## src/rtl/cacheline_adapter_if.sv

```systemverilog
// Cache-line/burst adapter bus: cache line side and memory beat side.
// slave = adapter view, master = cache plus memory environment view.
interface cacheline_adapter_if #(
  parameter int BURST_W   = 64,
  parameter int BURST_LEN = 4
);
  logic [BURST_W*BURST_LEN-1:0] line_i;
  logic [BURST_W*BURST_LEN-1:0] line_o;
  logic [31:0]                  address_i;
  logic                         read_i;
  logic                         write_i;
  logic                         resp_o;
  logic [BURST_W-1:0]           burst_i;
  logic [BURST_W-1:0]           burst_o;
  logic [31:0]                  address_o;
  logic                         read_o;
  logic                         write_o;
  logic                         resp_i;

  modport slave (
    input  line_i, address_i, read_i, write_i,
    input  burst_i, resp_i,
    output line_o, resp_o,
    output burst_o, address_o, read_o, write_o
  );

  modport master (
    output line_i, address_i, read_i, write_i,
    output burst_i, resp_i,
    input  line_o, resp_o,
    input  burst_o, address_o, read_o, write_o
  );
endinterface

```

## src/rtl/cacheline_adapter.sv

```systemverilog
// Splits cache line reads/writes into BURST_LEN memory beats of BURST_W.
// Ports: clk, rst (async active-low), bus (cacheline_adapter_if.slave).
// CACHELINE_ADAPTER_EARLY_RESP_EN: resp_o on the final beat, no DONE state.
module cacheline_adapter #(
  parameter int BURST_W   = 64,
  parameter int BURST_LEN = 4
) (
  input logic                clk,
  input logic                rst,
  cacheline_adapter_if.slave bus
);
  localparam int LW = BURST_W * BURST_LEN;
  localparam int CW = (BURST_LEN > 1) ? $clog2(BURST_LEN) : 1;
  localparam int OB = $clog2(LW / 8);
  localparam logic [CW-1:0] LAST = CW'(BURST_LEN - 1);
  localparam logic [31:0] AMASK = ~((32'd1 << OB) - 32'd1);

`ifdef CACHELINE_ADAPTER_EARLY_RESP_EN
  typedef enum logic [1:0] {IDLE, READ, WRITE} state_t;
  localparam state_t FIN = IDLE;
`else
  typedef enum logic [1:0] {IDLE, READ, WRITE, DONE} state_t;
  localparam state_t FIN = DONE;
`endif

  state_t          state_q, state_d;
  logic [CW-1:0]   cnt_q, cnt_d;
  logic [31:0]     addr_q, addr_d;
  logic [LW-1:0]   wbuf_q, wbuf_d;
  logic [LW-1:0]   line_q, line_d;
  logic            last_beat;

  assign last_beat = bus.resp_i && (cnt_q == LAST);

  always_ff @(posedge clk or negedge rst) begin
    if (!rst) begin
      state_q <= IDLE;
      cnt_q   <= '0;
      addr_q  <= '0;
      wbuf_q  <= '0;
      line_q  <= '0;
    end else begin
      state_q <= state_d;
      cnt_q   <= cnt_d;
      addr_q  <= addr_d;
      wbuf_q  <= wbuf_d;
      line_q  <= line_d;
    end
  end

  always_comb begin
    state_d = state_q;
    cnt_d   = cnt_q;
    addr_d  = addr_q;
    wbuf_d  = wbuf_q;
    line_d  = line_q;
    unique case (state_q)
      IDLE: begin
        if (bus.write_i || bus.read_i) begin
          // write wins when both requests are present
          state_d = bus.write_i ? WRITE : READ;
          addr_d  = bus.address_i & AMASK;
          wbuf_d  = bus.line_i;
          cnt_d   = '0;
        end
      end
      READ: begin
        if (bus.resp_i) begin
          for (int i = 0; i < BURST_LEN; i++) begin
            if (cnt_q == CW'(i)) begin
              line_d[i*BURST_W +: BURST_W] = bus.burst_i;
            end
          end
          // counter holds on the last beat so it never wraps
          if (cnt_q == LAST) state_d = FIN;
          else               cnt_d   = cnt_q + 1'b1;
        end
      end
      WRITE: begin
        if (bus.resp_i) begin
          if (cnt_q == LAST) state_d = FIN;
          else               cnt_d   = cnt_q + 1'b1;
        end
      end
      default: state_d = IDLE;
    endcase
  end

  assign bus.read_o    = (state_q == READ);
  assign bus.write_o   = (state_q == WRITE);
  assign bus.address_o = addr_q;

  always_comb begin
    bus.burst_o = '0;
    for (int i = 0; i < BURST_LEN; i++) begin
      if (cnt_q == CW'(i)) begin
        bus.burst_o = wbuf_q[i*BURST_W +: BURST_W];
      end
    end
  end

`ifdef CACHELINE_ADAPTER_EARLY_RESP_EN
  always_comb begin
    bus.resp_o = (state_q != IDLE) && last_beat;
    bus.line_o = line_q;
    // final read beat bypasses the line register
    if (state_q == READ && last_beat) begin
      bus.line_o[LW-1 -: BURST_W] = bus.burst_i;
    end
  end
`else
  assign bus.resp_o = (state_q == DONE);
  assign bus.line_o = line_q;
`endif
endmodule

```

## src/flat_wrapper.sv

```systemverilog
// flat-port wrapper written by rule: the top's interface ports become plain ports
module cacheline_adapter_flat 
#(
  parameter int BURST_W   = 64,
  parameter int BURST_LEN = 4
)
  (clk, rst, bus_line_i, bus_address_i, bus_read_i, bus_write_i, bus_burst_i, bus_resp_i, bus_line_o, bus_resp_o, bus_burst_o, bus_address_o, bus_read_o, bus_write_o);
  cacheline_adapter_if #(.BURST_W(BURST_W), .BURST_LEN(BURST_LEN)) bus_i ();
  input logic clk;
  input logic rst;
  input wire logic [$bits(bus_i.line_i)-1:0] bus_line_i;
  input wire logic [$bits(bus_i.address_i)-1:0] bus_address_i;
  input wire logic [$bits(bus_i.read_i)-1:0] bus_read_i;
  input wire logic [$bits(bus_i.write_i)-1:0] bus_write_i;
  input wire logic [$bits(bus_i.burst_i)-1:0] bus_burst_i;
  input wire logic [$bits(bus_i.resp_i)-1:0] bus_resp_i;
  output wire logic [$bits(bus_i.line_o)-1:0] bus_line_o;
  output wire logic [$bits(bus_i.resp_o)-1:0] bus_resp_o;
  output wire logic [$bits(bus_i.burst_o)-1:0] bus_burst_o;
  output wire logic [$bits(bus_i.address_o)-1:0] bus_address_o;
  output wire logic [$bits(bus_i.read_o)-1:0] bus_read_o;
  output wire logic [$bits(bus_i.write_o)-1:0] bus_write_o;
  assign bus_i.line_i = bus_line_i;
  assign bus_i.address_i = bus_address_i;
  assign bus_i.read_i = bus_read_i;
  assign bus_i.write_i = bus_write_i;
  assign bus_i.burst_i = bus_burst_i;
  assign bus_i.resp_i = bus_resp_i;
  assign bus_line_o = bus_i.line_o;
  assign bus_resp_o = bus_i.resp_o;
  assign bus_burst_o = bus_i.burst_o;
  assign bus_address_o = bus_i.address_o;
  assign bus_read_o = bus_i.read_o;
  assign bus_write_o = bus_i.write_o;
  cacheline_adapter #(.BURST_W(BURST_W), .BURST_LEN(BURST_LEN)) u_core (.clk(clk), .rst(rst), .bus(bus_i));
endmodule
```

## config.mk

```make
export PLATFORM = sky130hd
export DESIGN_NAME = cacheline_adapter_flat
export DESIGN_NICKNAME = d
export VERILOG_FILES = /design/src/rtl/cacheline_adapter_if.sv /design/src/rtl/cacheline_adapter.sv /design/src/flat_wrapper.sv
export SDC_FILE = /design/constraint.sdc
export NUM_CORES = 1
export LEC_CHECK = 0
export ABC_AREA = 1
export CELL_PAD_IN_SITES_DETAIL_PLACEMENT = 1
export CELL_PAD_IN_SITES_GLOBAL_PLACEMENT = 2
export CORE_MARGIN = 2
export CORE_UTILIZATION = 30
export CTS_BUF_LIST = sky130_fd_sc_hd__clkbuf_2
export CTS_CLUSTER_SIZE = 28
export DETAILED_ROUTE_END_ITERATION = 16
export HOLD_SLACK_MARGIN = 0.05
export PLACE_DENSITY_LB_ADDON = 0.2
export SLEW_MARGIN = 20
export SYNTH_ARGS = -nofsm -noshare
export SYNTH_HDL_FRONTEND = slang
export SYNTH_SLANG_ARGS = --single-unit
```

## constraint.sdc

```tcl
create_clock -name clk -period 4.47 [get_ports clk]
set_input_delay 0.447 -clock clk [delete_from_list [all_inputs] [get_ports clk]]
set_output_delay 0.447 -clock clk [all_outputs]
set_load 0.05 [all_outputs]
```

==> flow_summary.yaml <==
worst_setup_path:
  crit_path_end: "bus_burst_o[17]"
  path_common_cell: "nand2_1"
  worstSetupStartpointType: "register"
  cp_slowest_stage_delay_ns: 0.81
  path_cells: "inv_1 > ha_4 > buf_4 > a21oi_1 > nand2_1 > nand2_1 > nand2_1 > clkdlybuf4s50_1"
  worstSetupPathType: "reg2out"
  cpMaxStageDelayCell: "clkdlybuf4s50_1"
  timing.reg2reg.setup_slack_ns: 1.66
  critPathMaxFanout: 24
  crit_arrival_ns: 3.74
  reg2reg_to: "u_core.bus.line_o[159]"
  reg2regPathDepth: 7
  crit_path_end_kind: "output port"
  startpoint: "u_core.cnt_q[0]"
  required_ns: 4.02
  timing.rr.start: "u_core.cnt_q[0]"
global_route:
  grt-ovfl-total: 0
  antenna_found_initial: 25
  first_global_vias: 24400
  grt_usage_pct: 23.6
  grt_pass1_wl_mm: 142
  grt_max_degree: 130
synth:
  ys_types: 20
  synth_simple_gate_area_share_pct: 14.9
  synthAdderAreaFrac_pct: 0.491
  yosysSeqAreaShare_pct: 59.3
  yosysWarnings: 0
  yosys.area_share.xor_xnor_pct: 0
  synth_compound_area_share_pct: 15.0
  async_flop_share_pct: 100
  synth_common_cells: "nand2_1, dfrtp_1, o21ai_0"
  synth_top_family_by_area: "compound AO/OA/AOI/OAI gates"
  syn_avg_cell_area_um2: 8.69
  yosysMostFrequentCell: "nand2_1"
  muxShareOfSynthArea_pct: 0
  netlist_instances: 2638
  yosys-top-cells-area: "dfrtp_1, nand2_1, o21ai_0, inv_1, a21oi_1"
  synth_ff_type: "dfrtp_1"
  synth_edf_count: 0
  yosysTopAreaCell: "dfrtp_1"
  synth_top_area_share_pct: 59.3
  syn-cell-area_um2: 22900
  ys_ff_latch: 543
clock_tree:
  cts.sinks: 543
  cts_root_buf: "clkbuf_2"
  tritoncts: "done"
  clk_latency_ns: 1.40
  h-tree-depth: 4
  cts_buffers: 159
  clkTransAtPathRegs_ns: 0.12
  clock_path_buffers: 3
sta:
  slew_headroom_pct: 37.0
  slew_violations: 0
  hold_violations: 0
  period_needed_ns: 4.18
  setup_viol: 0
  final.setup.tns_ns: 0
  period_share_pct: 93.6
  worstMarginPinSlew_ns: 0.946
  clock_skew_ns: 0.139
  rsz0062_at_grt: "false"
  max_freq_ghz: 0.239
layout:
  areaGrowthSynthToFinish_pct: 56.3
  final_util_pct: 47.3
  drive_above_1_share_pct: 8.03
  final.fill_count: 8856
  nNetsFinal: 4098
hold_path:
  hold_path.class: "in2reg"
outcome:
  status: "complete, no violations"
floorplan:
  ios: 712
  die_h_um: 280
  core_area_um2: 75800
  initial_utilization_pct: 30.2
  rows: 101
  die-width_um: 280
  floorplan.die_area_um2: 78700
run:
  timing.max_cap.violations: 0
detailed_routing:
  wl_mm: 93.2
  drtIter0Drc: 983
  drc: 0
  vias: 22000
  ant_nets: 0
  drt-pass1-iter-count: 5
  vias_per_cell: 4.56
  detail_route.wl_per_cell_um: 19.3
placed_design:
  hpwl_mm: 61.2
  io_buffers: 701
  place_congestion: 0.833
pwr:
  p_leak_nw: 17.7
  p_per_area_nw_per_um2: 789
  ir_drop_mv: 0.425
layout make-up:
class                   instances  area (um2)  share of cell area, %
diodes                         15        37.5                  0.105
clock buffers                 223        1120                   3.11
clock inverters                43         254                  0.708
inverters                     358        1350                   3.76
multi-input cells            1570        7100                   19.8
flip-flops and latches        543       13600                   37.9
well taps                     978        1220                   3.41
repair buffers               1100       11200                   31.2
layer usage:
metal / track usage, % / wire length [um]
met2: 38.5 / 44600
met4: 10.9 / 3880
met5: 0 / 133
met1: 27.0 / 37000
met3: 9.61 / 7660
report_power, final:
part           leakage [nW]  switching, W  internal [W]
clock                  1.05       0.00236       0.00139
combinational          9.85        0.0111       0.00486
sequential             6.78       0.00128       0.00726
worst max-delay path, delay by kind of cell, from the launching register on:
| kind | cells | cell delay, ns |
|---|---|---|
| DFF | 1 | 0.48 |
| AOI/OAI and AO/OA | 1 | 0.08 |
| buffers and inverters | 3 | 1.35 |
| adders and majority gates | 1 | 0.32 |
| and+or+nand+nor | 3 | 0.22 |
layout by cell type (no fill, tap or decap), drive strengths merged, types with 66 or more instances in the layout:
master         instances
a21oi                192
clkbuf               223
clkdlybuf4s50        641
dfrtp                543
dlygate4sd3          365
inv                  368
nand2                747
nand3                 71
nor2                  66
o21ai                478
state kept, by name, indices dropped and copies added, names as in the netlist:
name	flops
u_core.bus.line_o	256
u_core.state_q	2
u_core.cnt_q	2
u_core.wbuf_q	256
u_core.bus.address_o	27
logic make-up (layout without fill, tap and decap cells):
group / count (synthesis) / after routing
simple gates: 886 / 886
compound gates: 670 / 670
flops: 543 / 543
buf+inv: 529 / 1724
fa+ha+maj: 9 / 9
other cells: 1 / 20
repair_timing:
action / 4_1_cts / 5_1_grt
cloned: 0 / 0
gates resized for setup: 49 / 15
hold buffers: 366 / 0
endpoints found under the setup margin: 63 / 14
pin swaps: 1 / 0
buffers inserted: 4 / 0
hold endpoints to repair: 1086 / 0
worst min-delay path by stage:
stage,cells after the start,start,slack [ns],to
floorplan,0,rst,0.15,u_core.bus.address_o[10]
global placement,2,u_core.bus.line_o[178],0.47,u_core.bus.line_o[178]
detailed placement,2,u_core.wbuf_q[118],0.47,u_core.wbuf_q[118]
CTS,4,bus_burst_i[27],0.05,u_core.bus.line_o[91]
global route,4,bus_address_i[20],0.1,u_core.bus.address_o[20]
finish,4,bus_address_i[30],0.24,u_core.bus.address_o[30]
per-stage QoR:
stage	area (um2)	std cells	power [W]	hold slack, ns	worst slack (ns)
5_1_grt	35800	4827	0.0302	0.0966	0.00469
2_1_floorplan	22900	2642	0.0187	0.151	2.39
4_1_cts	35800	4815	0.0286	0.0510	0.00841
3_5_place_dp	30700	4179	0.0245	0.474	0.980
3_3_place_gp	30700	4179	0.0242	0.467	1.04
6_report	35900	4830	0.0283	0.236	0.288
Power figures use the tool's default switching activity.
